File: src/rtl/pagerank_phase_sequencer_if.sv
// Handshake bundle between the pagerank iteration sequencer and the datapath
// blocks it drives (scatter, local update, serializer, compute).
//   master : the sequencer - samples enable/done/converged, drives start pulses,
//            nextIteration, iteration_number and the status flags.
//   slave  : the datapath/host side - the mirror image of master.
interface pagerank_phase_sequencer_if #(
    parameter int NUM_HW_THREADS = 8
);
    logic                      pagerank_enable;
    logic [NUM_HW_THREADS-1:0] scatter_done;
    logic [NUM_HW_THREADS-1:0] gather_done;
    logic                      stream_done;
    logic                      converged;
    logic                      scatter_start;
    logic                      gather_start;
    logic                      stream_start;
    logic                      nextIteration;
    logic [31:0]               iteration_number;
    logic                      busy;
    logic                      pagerank_complete;
    logic                      timeout_error;

    modport master (
        input  pagerank_enable, scatter_done, gather_done, stream_done, converged,
        output scatter_start, gather_start, stream_start, nextIteration,
               iteration_number, busy, pagerank_complete, timeout_error
    );

    modport slave (
        output pagerank_enable, scatter_done, gather_done, stream_done, converged,
        input  scatter_start, gather_start, stream_start, nextIteration,
               iteration_number, busy, pagerank_complete, timeout_error
    );
endinterface

File: src/rtl/pagerank_phase_sequencer.sv
// Iteration controller for the DMP serial pagerank datapath. Walks every
// iteration through SCATTER -> GATHER -> STREAM, collecting per-thread done
// flags in a sticky mask, then either starts the next iteration or finishes
// (converged or iteration cap). A per-phase watchdog forces ERROR if a phase
// overstays PHASE_TIMEOUT cycles.
// Ports:
//   clock    rising-edge clock
//   reset_n  synchronous active-low reset
//   bus      pagerank_phase_sequencer_if.master: enable, done flags, converged
//            in; start pulses, nextIteration, iteration_number, busy,
//            pagerank_complete, timeout_error out (all registered)
module pagerank_phase_sequencer #(
    parameter int NUM_HW_THREADS = 8,
    parameter int MAX_ITERATIONS = 100,
    parameter int PHASE_TIMEOUT  = 1024
) (
    input  logic                         clock,
    input  logic                         reset_n,
    pagerank_phase_sequencer_if.master   bus
);
    localparam int              WD_W      = $clog2(PHASE_TIMEOUT);
    localparam logic [WD_W-1:0] WD_LAST   = WD_W'(PHASE_TIMEOUT - 1);
    localparam logic [31:0]     ITER_LAST = 32'(MAX_ITERATIONS - 1);

    typedef enum logic [2:0] {IDLE, SCATTER, GATHER, STREAM, DONE, ERROR} state_t;

    state_t                    state;
    logic [NUM_HW_THREADS-1:0] done_mask;   // shared by SCATTER/GATHER, cleared on every exit
    logic [WD_W-1:0]           wd;
    logic                      scatter_start, gather_start, stream_start, next_iter;
    logic [31:0]               iter;
    logic                      busy, complete, terr;

    // Include flags arriving this cycle so the exit is taken on the same edge.
    logic scatter_all, gather_all, wd_expired, last_iter, active;
    assign scatter_all = &(done_mask | bus.scatter_done);
    assign gather_all  = &(done_mask | bus.gather_done);
    assign wd_expired  = (wd == WD_LAST);
    assign last_iter   = (iter == ITER_LAST);
    assign active      = (state == SCATTER) || (state == GATHER) || (state == STREAM);

    always_ff @(posedge clock) begin
        scatter_start <= 1'b0;
        gather_start  <= 1'b0;
        stream_start  <= 1'b0;
        next_iter     <= 1'b0;
        if (!reset_n) begin
            state     <= IDLE;
            done_mask <= '0;
            wd        <= '0;
            iter      <= '0;
            busy      <= 1'b0;
            complete  <= 1'b0;
            terr      <= 1'b0;
        end else if (active && !bus.pagerank_enable) begin
            // Abort: silent return to IDLE; iteration count kept until next start.
            state     <= IDLE;
            done_mask <= '0;
            wd        <= '0;
            busy      <= 1'b0;
        end else begin
            case (state)
                IDLE: begin
                    if (bus.pagerank_enable) begin
                        state         <= SCATTER;
                        scatter_start <= 1'b1;
                        iter          <= '0;
                        done_mask     <= '0;
                        wd            <= '0;
                        busy          <= 1'b1;
                    end
                end
                SCATTER: begin
                    if (scatter_all) begin
                        state        <= GATHER;
                        gather_start <= 1'b1;
                        done_mask    <= '0;
                        wd           <= '0;
                    end else if (wd_expired) begin
                        state     <= ERROR;
                        busy      <= 1'b0;
                        terr      <= 1'b1;
                        done_mask <= '0;
                        wd        <= '0;
                    end else begin
                        done_mask <= done_mask | bus.scatter_done;
                        wd        <= wd + 1'b1;
                    end
                end
                GATHER: begin
                    if (gather_all) begin
                        state        <= STREAM;
                        stream_start <= 1'b1;
                        done_mask    <= '0;
                        wd           <= '0;
                    end else if (wd_expired) begin
                        state     <= ERROR;
                        busy      <= 1'b0;
                        terr      <= 1'b1;
                        done_mask <= '0;
                        wd        <= '0;
                    end else begin
                        done_mask <= done_mask | bus.gather_done;
                        wd        <= wd + 1'b1;
                    end
                end
                STREAM: begin
                    if (bus.stream_done) begin
                        wd <= '0;
                        if (bus.converged || last_iter) begin
                            state    <= DONE;
                            busy     <= 1'b0;
                            complete <= 1'b1;
                        end else begin
                            state         <= SCATTER;
                            scatter_start <= 1'b1;
                            next_iter     <= 1'b1;
                            // Saturating: never wraps past the cap.
                            iter          <= last_iter ? iter : iter + 32'd1;
                        end
                    end else if (wd_expired) begin
                        state <= ERROR;
                        busy  <= 1'b0;
                        terr  <= 1'b1;
                        wd    <= '0;
                    end else begin
                        wd <= wd + 1'b1;
                    end
                end
                DONE: begin
                    if (!bus.pagerank_enable) begin
                        state    <= IDLE;
                        complete <= 1'b0;
                    end
                end
                ERROR: begin
                    if (!bus.pagerank_enable) begin
                        state <= IDLE;
                        terr  <= 1'b0;
                    end
                end
                default: begin
                    state <= IDLE;
                    busy  <= 1'b0;
                end
            endcase
        end
    end

    assign bus.scatter_start     = scatter_start;
    assign bus.gather_start      = gather_start;
    assign bus.stream_start      = stream_start;
    assign bus.nextIteration     = next_iter;
    assign bus.iteration_number  = iter;
    assign bus.busy              = busy;
    assign bus.pagerank_complete = complete;
    assign bus.timeout_error     = terr;
endmodule
File: src/flat_wrapper.sv
// flat-port wrapper written by rule: the top's interface ports become plain ports
module pagerank_phase_sequencer_flat 
#(
    parameter int NUM_HW_THREADS = 8,
    parameter int MAX_ITERATIONS = 100,
    parameter int PHASE_TIMEOUT  = 1024
)
  (clock, reset_n, bus_pagerank_enable, bus_scatter_done, bus_gather_done, bus_stream_done, bus_converged, bus_scatter_start, bus_gather_start, bus_stream_start, bus_nextIteration, bus_iteration_number, bus_busy, bus_pagerank_complete, bus_timeout_error);
  pagerank_phase_sequencer_if #(.NUM_HW_THREADS(NUM_HW_THREADS)) bus_i ();
  input  logic clock;
  input  logic reset_n;
  input wire logic [$bits(bus_i.pagerank_enable)-1:0] bus_pagerank_enable;
  input wire logic [$bits(bus_i.scatter_done)-1:0] bus_scatter_done;
  input wire logic [$bits(bus_i.gather_done)-1:0] bus_gather_done;
  input wire logic [$bits(bus_i.stream_done)-1:0] bus_stream_done;
  input wire logic [$bits(bus_i.converged)-1:0] bus_converged;
  output wire logic [$bits(bus_i.scatter_start)-1:0] bus_scatter_start;
  output wire logic [$bits(bus_i.gather_start)-1:0] bus_gather_start;
  output wire logic [$bits(bus_i.stream_start)-1:0] bus_stream_start;
  output wire logic [$bits(bus_i.nextIteration)-1:0] bus_nextIteration;
  output wire logic [$bits(bus_i.iteration_number)-1:0] bus_iteration_number;
  output wire logic [$bits(bus_i.busy)-1:0] bus_busy;
  output wire logic [$bits(bus_i.pagerank_complete)-1:0] bus_pagerank_complete;
  output wire logic [$bits(bus_i.timeout_error)-1:0] bus_timeout_error;
  assign bus_i.pagerank_enable = bus_pagerank_enable;
  assign bus_i.scatter_done = bus_scatter_done;
  assign bus_i.gather_done = bus_gather_done;
  assign bus_i.stream_done = bus_stream_done;
  assign bus_i.converged = bus_converged;
  assign bus_scatter_start = bus_i.scatter_start;
  assign bus_gather_start = bus_i.gather_start;
  assign bus_stream_start = bus_i.stream_start;
  assign bus_nextIteration = bus_i.nextIteration;
  assign bus_iteration_number = bus_i.iteration_number;
  assign bus_busy = bus_i.busy;
  assign bus_pagerank_complete = bus_i.pagerank_complete;
  assign bus_timeout_error = bus_i.timeout_error;
  pagerank_phase_sequencer #(.NUM_HW_THREADS(NUM_HW_THREADS), .MAX_ITERATIONS(MAX_ITERATIONS), .PHASE_TIMEOUT(PHASE_TIMEOUT)) u_core (.clock(clock), .reset_n(reset_n), .bus(bus_i));
endmodule
File: config.mk
export PLATFORM = sky130hd
export DESIGN_NAME = pagerank_phase_sequencer_flat
export DESIGN_NICKNAME = d
export VERILOG_FILES = /design/src/rtl/pagerank_phase_sequencer_if.sv /design/src/rtl/pagerank_phase_sequencer.sv /design/src/flat_wrapper.sv
export SDC_FILE = /design/constraint.sdc
export NUM_CORES = 1
export LEC_CHECK = 0
export BUFFER_PORTS_ARGS = -buffer_cell sky130_fd_sc_hd__buf_4
export CORE_ASPECT_RATIO = 1.1
export CORE_MARGIN = 2
export CORE_UTILIZATION = 40
export DETAILED_ROUTE_END_ITERATION = 6
export SLEW_MARGIN = 10
export SYNTH_ARGS = -nofsm -noshare
export SYNTH_HDL_FRONTEND = slang
export SYNTH_SLANG_ARGS = --single-unit
File: constraint.sdc
create_clock -name clock -period 2.7 [get_ports clock]
set_input_delay 0.405 -clock clock [delete_from_list [all_inputs] [get_ports clock]]
set_output_delay 0.405 -clock clock [all_outputs]
set_load 0.01 [all_outputs]
Word level (Yosys, flattened, before mapping)
Cells that the tools add are included.

storage, ports and cells
  word-level logic and storage cells = 112
  input bits = 21
  register bits = 60
  output and inout bits = 39

cells by class
  add/sub/neg operators = 2
  eq/ne operators = 19
  reduce and logical (&&, ||, !) cells = 25
  muxes and demuxes = 47
  bitwise logic cells = 8

operators with widths
  cell                                                              number
  32-bit 2-to-1 mux                                                 4
  32-bit one-hot mux with 2 select lines                            1
  10-bit 2-to-1 mux                                                 5
  8-bit 2-to-1 mux                                                  5
  10-bit one-hot mux with 4 select lines                            1
  32-bit by 1-bit adder with 32-bit output, second input constant   1
  32-bit by 7-bit == test with 1-bit output, second input constant  1
  8-bit one-hot mux with 3 select lines                             1
  2-bit inequality test, second input constant                      11
  3-bit 2-to-1 mux                                                  7
  1-bit 2-to-1 mux                                                  18
  8-bit OR                                                          2
  8-bit AND reduction                                               2
  3-bit one-hot mux with 5 select lines                             1
  6-bit AND reduction                                               2
  10-bit by 1-bit adder with 10-bit output, second input constant   1
  10-bit == test, second input constant                             1
  5-bit AND reduction                                               2
  3-bit OR reduction                                                3
  4-bit nonzero test                                                2
  3-bit by 2-bit == test with 1-bit output, second input constant   2
  3-bit == test, second input constant                              2
  1-bit inverter                                                    6
  2-bit AND reduction                                               3
  other kinds (12)                                                  17

Longest topological paths before layout
Gate-level depths: netlist of run 1.

  word-level depth = 6
  depth in mapped cells = 9
  mapped depth without buffers = 7

Worst setup path before layout of run 1
Ideal clock, no wire load.

  path kind = in2reg
  from = in bus_pagerank_enable
  to = reg u_core.iter[25], in the netlist u_core.bus.iteration_number[25]
  setup time = 0.071 ns
  stages = 8
  buffers on the path = 3
  data required time = 2.629 ns
  arrival time = 1.933 ns
  setup slack = 0.697 ns
  cell sequence = clkbuf_1 nand2b_1 or2_0 buf_2 a21o_1 buf_6 or3_1 a21oi_1

between the ends
  word-level cells in the longest chain between the ends = 4
  elaborated cells between the ends (all ways) = 5
  classes of those cells = eq/ne (1); bitwise (1); reduce/logical (3)

ends and longest elaborated chain
  what                                      line                             text
  start, declared                           flat_wrapper.sv:12               input wire logic [$bits(bus_i.pagerank_enable)-1:0] bus_pagerank_enable;
  1-bit zero test                           pagerank_phase_sequencer.sv:55   end else if (active && !bus.pagerank_enable) begin
  1-bit logical AND                         pagerank_phase_sequencer.sv:55
  1-bit inverter (no source line)           -
  6-bit AND reduction (no source line) (*)  -
  end signal, assigned                      pagerank_phase_sequencer.sv:119  iter <= last_iter ? iter : iter + 32'd1;
  end, declared                             pagerank_phase_sequencer.sv:31   logic [31:0] iter;

Mark *: on every way between the ends. The rest lies on a longest branch, timed or not.
A chain may end at the register's enable or synchronous reset.

Worst setup path in the final report of run 1
  from = reg u_core.iter[1], in the netlist u_core.bus.iteration_number[1]
  to = reg u_core.iter[18], in the netlist u_core.bus.iteration_number[18]

between the ends
  word-level cells in the longest chain between the ends = 5
  elaborated cells between the ends (all ways) = 10
  classes of those cells = add/sub (1); eq/ne (3); mux (4); reduce/logical (2)

ends and longest elaborated chain
  what                                      line                             text
  32-bit by 1-bit adder with 32-bit output  pagerank_phase_sequencer.sv:119
  32-bit 2-to-1 mux                         pagerank_phase_sequencer.sv:119
  32-bit 2-to-1 mux                         pagerank_phase_sequencer.sv:110  if (bus.converged || last_iter) begin
  32-bit 2-to-1 mux                         pagerank_phase_sequencer.sv:108  if (bus.stream_done) begin
  32-bit one-hot mux with 2 select lines    pagerank_phase_sequencer.sv:62   case (state)

Parallel ways exist; a longest one is shown, timed or not. The select of a mux whose other input is x is not followed.

==> results of run 1 <==
## cell usage after synthesis (7+ instances only)
master and number:
clkbuf_1 8, nand2_1 46, inv_1 7, o211ai_1 8
nor4_1 8, o21ai_0 22, o22ai_1 8, a21oi_1 38
or3_1 12, xnor2_1 15, nand3_1 13, and3_1 11
nand4_1 14, nor2_1 42, a211oi_1 8, a22o_1 8
dfxtp_1 60
## power groups by stage
stage	combinational (W)	clock, W	sequential [W]
4_1_cts	0.000131	0.000939	0.000894
3_5_place_dp	0.000130	0	0.000915
2_1_floorplan	0.0000754	0	0.000915
6_report	0.000131	0.000926	0.000894
3_3_place_gp	0.000130	0	0.000915
5_1_grt	0.000145	0.000982	0.000895
## critical path, cell delays in order (launching register included)
cell	delay, ns
dfxtp_1	0.47
ha_1	0.23
nor4b_1	0.24
nand4_1	0.25
o2111a_1	0.41
o21ai_0	0.39
xor2_1	0.19
nor2_1	0.05
## cells in the final DEF, fill, tap and decap left out, types with 6 or more instances in the layout
master / count
buf_4: 68
dfxtp_1: 60
nand2_1: 46
nor2_1: 42
a21oi_1: 38
o21ai_0: 22
xnor2_1: 15
nand4_1: 14
nand3_1: 13
or3_1: 12
and3_1: 11
clkbuf_8: 10
a22o_1: 8
o211ai_1: 8
a211oi_1: 8
o22ai_1: 8
nor4_1: 8
inv_1: 7
xor2_1: 6
nor3_1: 6
## final cells by class
class                   instances  area (sq um)  share of cell area (%)
multi-input cells             315          1850                    46.9
flip-flops and latches         60          1200                    30.4
repair buffers                 68           510                    12.9
clock buffers                  10           138                    3.48
well taps                     108           135                    3.42
clock inverters                 6          86.3                    2.18
inverters                       7          26.3                   0.665
## kinds of logic after synthesis
kind of cell | after synthesis | synth area share, %
buffers and inverters | 24 | 3.74
XOR/XNOR | 21 | 5.79
multiplexers | 3 | 0.946
AND/OR/NAND/NOR | 179 | 28.9
adder cells (fa/ha/maj) | 2 | 0.788
AO/OA/AOI/OAI | 110 | 22.0
flip-flops | 60 | 37.8
## stage by stage
| step | instance area [sq um] | setup WS (ns) |
|---|---|---|
| global placement | 3730 | 0.422 |
| CTS | 3950 | 0.356 |
| floorplan | 3170 | 0.697 |
| detailed placement | 3730 | 0.363 |
| global route | 3950 | 0.0308 |
| finish | 3950 | 0.378 |
## state kept, by name, indices dropped and copies added, names as in the netlist
signal / cells
u_core.bus.timeout_error: 1
u_core.bus.scatter_start: 1
u_core.bus.nextIteration: 1
u_core.wd: 10
u_core.bus.gather_start: 1
u_core.bus.pagerank_complete: 1
u_core.bus.iteration_number: 32
u_core.state: 3
u_core.bus.busy: 1
u_core.done_mask: 8
u_core.bus.stream_start: 1
## layer usage
layer | GRT usage [%] | wire (um) | up-vias
met3 | 3.57 | 313 | 16
li1 | - | - | 1594
met1 | 26.6 | 3910 | 1487
met2 | 35.0 | 4290 | 73
met4 | 9.18 | 230 | 0
met5 | 0 | 0 | -
## final timing paths
| check | from | end | slack (ns) | depth (start not counted) |
|---|---|---|---|---|
| setup / recovery | u_core.bus.iteration_number[1] | u_core.bus.iteration_number[18] | 0.38 | 7 |
| hold / removal | bus_converged | u_core.bus.pagerank_complete | 0.41 | 3 |
| setup reg to reg | u_core.bus.iteration_number[1] | u_core.bus.iteration_number[18] | 0.38 | 7 |
| hold reg to reg | u_core.bus.pagerank_complete | u_core.bus.pagerank_complete | 0.49 | 2 |
==> impl_metrics.json, run 1 <==
{
  "dr.pass1.iters": 4,
  "drt_iter0_drc": 231,
  "cts-resized-gates": 0,
  "seqPwrFrac_pct": 45.8,
  "synth.area.top_cells": "dfxtp_1, a21oi_1, nand2_1",
  "synth_top_area_share_pct": 37.8,
  "final.setup_skew_ns": 0.00633,
  "vias": 3170,
  "numCtsBuffers": 9,
  "die_h_um": 97.4,
  "final-setup-viol-count": 0,
  "die_x_um": 88.9,
  "synth-edff-count": 0,
  "path_class": "reg -> reg",
  "diodes": 0,
  "clkPwrFrac_pct": 47.5,
  "max_clock_freq_ghz": 0.431,
  "grt_pass1_vias": 2976,
  "syn_area_sq_um": 3170,
  "yosys_warnings": 0,
  "syn_area_per_cell_sq_um": 7.96,
  "fin_crit_ns": 2.32,
  "grt_max_degree": 18,
  "powerDensity_nw_per_um2": 494,
  "finalHoldViolCount": 0,
  "clk_pin_slew_ns": 0.07,
  "clkSinkCount": 60,
  "insertion_delay_ns": 0.34,
  "min_path_type": "in -> reg",
  "worst_slew_pin_slew_ns": 0.664,
  "peakVddDrop_uv": 337,
  "setup_tns_ns": 0,
  "p_switching_w": 0.000464,
  "cts_setup_buffers": 0,
  "grt_setup_unrepaired": "no",
  "cp-end-kind": "flop",
  "dp.cells": 558,
  "synth-seq-cells": 60,
  "synth-async-reset-ratio_pct": 0,
  "final_core_util_pct": 50.8,
  "crit_path_start_kind": "flop",
  "rows": 34,
  "place_hpwl_um": 6510,
  "cts-root-buf": "clkbuf_8",
  "via_per_inst": 5.52,
  "cts_tree": "built",
  "route.detailed.drc": 0,
  "max-slew-margin-rel_pct": 55.7,
  "drive_gt1_share_pct": 20.4,
  "wl_per_cell_um": 15.2,
  "worstPathRequired_ns": 2.94,
  "start_util_pct": 40.8,
  "dieArea_sq_um": 8660,
  "outcome": "finished, final reports clean",
  "syn-num-nets": 422,
  "antenna_found_initial": 0,
  "core_area_sq_um": 7780,
  "grt_pass1_wl_um": 14400,
  "final_nets": 484,
  "share_comb_of_total_power_pct": 6.7,
  "switching_share_pct": 23.8,
  "synthCells": 399,
  "cts_buffer_depth": 2,
  "worstPathArrival_ns": 2.56,
  "p_int_w": 0.00149,
  "maxCapViolations": 0,
  "report.power.total_w": 0.00195,
  "drt_wl_total_um": 8750,
  "fill_cells": 802,
  "postRouteAntennaNets": 0,
  "synthFlopType": "dfxtp_1",
  "io_pins": 60,
  "min_period_over_period_pct": 86.0,
  "htreeDepth": 3,
  "portBuffers": 59,
  "area_growth_syn_to_layout_pct": 24.5,
  "drv_slew": 0,
  "ys_types": 51,
  "leakage_nw": 1.43,
  "synth_top_cell_by_area": "dfxtp_1",
  "grt.total_usage_pct": 21.1,
  "stdcell_count": 574,
  "grt_overflow": 0,
  "hold_buffers": 0,
  "seq_area_frac_synth_pct": 37.8,
  "gp_congestion": 0.868,
  "crit_path_max_fanout": 7,
  "whs_ns": 0.405
}
Power figures use the tool's default switching activity.
==> run 2, diff against run 1 <==
--- a/config.mk
+++ b/config.mk
@@ -8,8 +8,9 @@
 export BUFFER_PORTS_ARGS = -buffer_cell sky130_fd_sc_hd__buf_4
 export CORE_ASPECT_RATIO = 1.1
 export CORE_MARGIN = 2
-export CORE_UTILIZATION = 40
+export CORE_UTILIZATION = 55
 export DETAILED_ROUTE_END_ITERATION = 6
+export PLACE_DENSITY = 0.79
 export SLEW_MARGIN = 10
 export SYNTH_ARGS = -nofsm -noshare
 export SYNTH_HDL_FRONTEND = slang
==> run 2 against run 1 <==
Effect of this change:
- via count rose by 4.3%
- first-iteration DRC count decreased by 11%
- total power down 12%
- fmax shrank 0.23%
- count of clock-buffer cells in the layout up 1
- routed wire length decreased by 3.8%
- cell count decreased by 5.6%
- design area decreased by 2.5%
- largest cell class unchanged
==> impl_metrics.json, run 2 (synthesis results as in run 1) <==
{
  "portBuffers": 59,
  "min_path_type": "in -> reg",
  "final_nets": 483,
  "dieArea_sq_um": 6400,
  "cp-end-kind": "flop",
  "grt_pass1_wl_um": 14000,
  "r2r_cells": 8,
  "drv_slew": 0,
  "layout_common_cells": "buf_4, dfxtp_1, nand2_1",
  "crit_path_max_fanout": 9,
  "insertion_delay_ns": 0.35,
  "maxCapViolations": 0,
  "slowest_delay_ns": 0.44,
  "vias": 3306,
  "fin_crit_ns": 2.33,
  "min_period_over_period_pct": 86.2,
  "cts_tree": "built",
  "drive_gt1_share_pct": 20.2,
  "rrSetupSlack_ns": 0.37,
  "grt_max_degree": 20,
  "clk_pin_slew_ns": 0.06,
  "dr.pass1.iters": 5,
  "die_x_um": 76.4,
  "crit_path_start_kind": "flop",
  "worstPathRequired_ns": 2.93,
  "antenna_found_initial": 0,
  "grt.total_usage_pct": 27.2,
  "worst_slack_ns": 0.373,
  "layout_commonest_cell": "buf_4",
  "max_clock_freq_ghz": 0.430,
  "outcome": "finished, final reports clean",
  "r2r_start": "u_core.bus.iteration_number[0]",
  "r2r_end": "u_core.bus.iteration_number[2]",
  "dpl_worst_slack_ns": 0.350,
  "cts-root-buf": "clkbuf_8",
  "cts_setup_buffers": 0,
  "setup_tns_ns": 0,
  "diodes": 0,
  "report.power.total_w": 0.00172,
  "finalHoldViolCount": 0,
  "crit_start": "u_core.bus.iteration_number[0]",
  "drt_wl_total_um": 8410,
  "area_growth_syn_to_layout_pct": 21.3,
  "powerDensity_nw_per_um2": 447,
  "clkSinkCount": 60,
  "wl_per_cell_um": 15.5,
  "final-setup-viol-count": 0,
  "grt_pass1_vias": 2986,
  "grt_setup_unrepaired": "no",
  "rows": 29,
  "core_area_sq_um": 5660,
  "drt_iter0_drc": 206,
  "route.detailed.drc": 0,
  "place_hpwl_um": 6140,
  "cts_buffer_depth": 2,
  "min_from": "bus_stream_done",
  "htreeDepth": 3,
  "largest_reg_flops": 32,
  "max-slew-margin-rel_pct": 50.5,
  "die_h_um": 83.7,
  "fill_cells": 520,
  "start_util_pct": 56.1,
  "worstPathArrival_ns": 2.56,
  "via_per_inst": 6.10,
  "grt_overflow": 0,
  "peakVddDrop_uv": 314,
  "final.setup_skew_ns": 0.0107,
  "path_cells": "ha_1, nor4b_1, nand4_1, o2111ai_2, buf_4, a21oi_1, xnor2_1, nor2_1",
  "holdPathEnd": "u_core.state[1]",
  "gp_congestion": 0.899,
  "worst_slew_pin_slew_ns": 0.742,
  "leakage_nw": 1.40,
  "path_class": "reg -> reg",
  "whs_path_depth": 4,
  "io_pins": 60,
  "numCtsBuffers": 9,
  "postRouteAntennaNets": 0,
  "slowest_stage": "dfxtp_1"
}
run 2: layout make-up:
class                      instances  area [sq um]  share of cell area (%)
multi-input combinational        315          1860                    48.2
sequential                        60          1200                    31.2
timing repair buffer              67           503                    13.1
clock buffer                      11           141                    3.67
tap                               77          96.3                    2.50
clock inverter                     5          27.5                   0.715
inverter                           7          26.3                   0.682
run 2: power by group:
part	switching, W	internal [W]	total, W	leakage (nW)
combinational	0.0000776	0.0000512	0.000129	0.829
sequential	0.00000522	0.000891	0.000896	0.484
clock	0.000345	0.000351	0.000696	0.0889
total	0.000428	0.00129	0.00172	1.40
run 2: worst max-delay path by stage:
stage | to | slack (ns) | depth (start not counted)
final | u_core.bus.iteration_number[2] | 0.37 | 8
after global routing | u_core.bus.iteration_number[12] | 0.05 | 8
after CTS | u_core.bus.iteration_number[19] | 0.32 | 7
after detailed placement | u_core.bus.iteration_number[19] | 0.35 | 7
after global placement | u_core.bus.iteration_number[19] | 0.48 | 7
after floorplan | u_core.bus.iteration_number[25] | 0.70 | 8
run 2: critical path: cells and delay by family, from the launching register on:
family | cells | cell delay (ns)
flip-flops | 1 | 0.44
AO/OA/AOI/OAI | 2 | 0.56
XOR/XNOR | 1 | 0.23
AND/OR/NAND/NOR | 3 | 0.54
adder cells (fa/ha/maj) | 1 | 0.21
buffers and inverters | 1 | 0.23
run 2: metal layers:
metal	vias up	GRT usage (%)	routed length, um
li1	1591	-	-
met1	1564	31.6	3470
met2	125	45.9	4160
met3	26	7.58	518
met4	0	13.6	262
met5	-	0	0
run 2: stage by stage:
stage	area (sq um)	hold WS (ns)	cells	util, %
floorplan	3170	0.465	399	-
global placement	3680	0.482	526	65.0
detailed placement	3680	0.489	526	65.0
CTS	3850	0.385	542	68.0
global route	3850	0.411	542	68.0
finish	3850	0.407	542	68.0
run 2: repair_timing:
item                       in CTS  in global routing
hold buffers                    0                  0
setup endpoints to repair       0                  1
resized for setup               0                  1
==> run 3, diff against run 2 <==
--- a/config.mk
+++ b/config.mk
@@ -8,9 +8,9 @@
 export BUFFER_PORTS_ARGS = -buffer_cell sky130_fd_sc_hd__buf_4
 export CORE_ASPECT_RATIO = 1.1
 export CORE_MARGIN = 2
-export CORE_UTILIZATION = 55
+export CORE_UTILIZATION = 45
 export DETAILED_ROUTE_END_ITERATION = 6
-export PLACE_DENSITY = 0.79
+export PLACE_DENSITY = 0.67
 export SLEW_MARGIN = 10
 export SYNTH_ARGS = -nofsm -noshare
 export SYNTH_HDL_FRONTEND = slang
==> run 3 against run 2 <==
Effect of this change:
- global-route usage down 2.9 points
- sequential power about the same
- total power up 13%
- non-clock buffer count up 2
- die area up 21%
- clock power up 33%
- critical path depth down 1
- via count down 0.12%
- fmax up 0.78%
- routed wire length up 7.2%
- flip-flop and latch count unchanged
- highest routed layer unchanged
==> impl_metrics.json, run 3 (synthesis results as in run 1) <==
{
  "final.setup_skew_ns": 0.00976,
  "grt_pass1_vias": 3102,
  "multi_input_area_sq_um": 1850,
  "via_per_inst": 5.98,
  "numCtsBuffers": 9,
  "cp-end-kind": "flop",
  "place_hpwl_um": 6470,
  "dpl_worst_slack_ns": 0.377,
  "worstPathRequired_ns": 3.00,
  "finalHoldViolCount": 0,
  "start_util_pct": 45.8,
  "dieArea_sq_um": 7740,
  "grt_pass1_wl_um": 15000,
  "layout_common_cells": "buf_4, dfxtp_1, nand2_1",
  "portBuffers": 59,
  "clkSinkCount": 60,
  "worst_slew_pin_slew_ns": 0.664,
  "area_growth_syn_to_layout_pct": 23.6,
  "cts_buffer_depth": 2,
  "layout_commonest_cell": "buf_4",
  "worst_slack_ns": 0.391,
  "final-setup-viol-count": 0,
  "setup_tns_ns": 0,
  "drt_wl_total_um": 9020,
  "outcome": "finished, final reports clean",
  "max_clock_freq_ghz": 0.433,
  "crit_path_start_kind": "flop",
  "cts_setup_buffers": 0,
  "worstPathArrival_ns": 2.61,
  "postRouteAntennaNets": 0,
  "grt_setup_unrepaired": "no",
  "seq_area_sq_um": 1200,
  "cts-resized-gates": 0,
  "die_x_um": 84.1,
  "io_pins": 60,
  "wl_per_cell_um": 16.3,
  "route.detailed.drc": 0,
  "largest_reg_flops": 32,
  "grt_use_met2_pct": 41.7,
  "grt.total_usage_pct": 24.3,
  "peakVddDrop_uv": 309,
  "drt_iter0_drc": 347,
  "use_met1_pct": 28.9,
  "antenna_found_initial": 0,
  "final_nets": 485,
  "leakage_nw": 1.43,
  "fin_crit_ns": 2.31,
  "die_h_um": 92.1,
  "rows": 32,
  "drv_slew": 0,
  "gp_congestion": 0.963,
  "clk_pin_slew_ns": 0.07,
  "fill_cells": 660,
  "path_class": "reg -> reg",
  "drive_gt1_share_pct": 20.1,
  "top_usage_layer": "met2",
  "min_period_over_period_pct": 85.5,
  "htreeDepth": 3,
  "cts-root-buf": "clkbuf_8",
  "vias": 3302,
  "grt_use_met3_pct": 4.59,
  "maxCapViolations": 0,
  "grt_max_degree": 18,
  "max-slew-margin-rel_pct": 55.7,
  "diodes": 0,
  "grt_overflow": 0,
  "cts_tree": "built",
  "dr.pass1.iters": 5,
  "min_path_type": "in -> reg",
  "hold_buffers": 0,
  "crit_path_max_fanout": 7,
  "insertion_delay_ns": 0.36,
  "report.power.total_w": 0.00195,
  "powerDensity_nw_per_um2": 497,
  "core_area_sq_um": 6930
}
==> run 3: area by class of cell <==
type                            instances  area share (%)
Clock inverter                          4            1.85
Inverter                                7           0.670
Timing Repair Buffer                   69            13.2
Clock buffer                           12            3.70
Sequential cell                        60            30.6
Multi-Input combinational cell        315            47.3
Tap cell                               85            2.71
==> run 3: path summary, 6_finish.rpt <==
check	from	end	slack (ns)	cells past startpoint
setup / recovery	u_core.bus.iteration_number[0]	u_core.bus.iteration_number[20]	0.39	7
hold / removal	bus_converged	u_core.bus.pagerank_complete	0.39	3
setup reg to reg	u_core.bus.iteration_number[0]	u_core.bus.iteration_number[20]	0.39	7
hold reg to reg	u_core.bus.pagerank_complete	u_core.bus.pagerank_complete	0.49	2
==> run 3: critical path, stage by stage, from the launching register on <==
cell	delay, ns
dfxtp_1	0.48
ha_1	0.22
nor4b_1	0.22
nand4_1	0.24
o2111a_1	0.41
o21ai_0	0.39
o21ai_0	0.16
a21oi_1	0.13
==> run 3: power by group <==
group / internal [W] / leakage, nW / switching [W]
combinational: 0.0000526 / 0.839 / 0.0000793
sequential: 0.000890 / 0.484 / 0.00000442
clock: 0.000544 / 0.107 / 0.000381
total: 0.00149 / 1.43 / 0.000465
==> run 3: layer usage <==
layer	wire length, um	vias to the layer above
li1	-	1599
met1	3620	1537
met2	4450	142
met3	679	24
met4	268	0
met5	0	-
==> run 3: through the flow <==
step / std cells / cell area [sq um] / hold slack (ns) / utilization, %
2_1_floorplan: 399 / 3170 / 0.465 / -
3_3_place_gp: 536 / 3710 / 0.484 / 53.5
3_5_place_dp: 536 / 3710 / 0.488 / 53.5
4_1_cts: 552 / 3920 / 0.399 / 56.6
5_1_grt: 552 / 3920 / 0.450 / 56.6
6_report: 552 / 3920 / 0.395 / 56.6
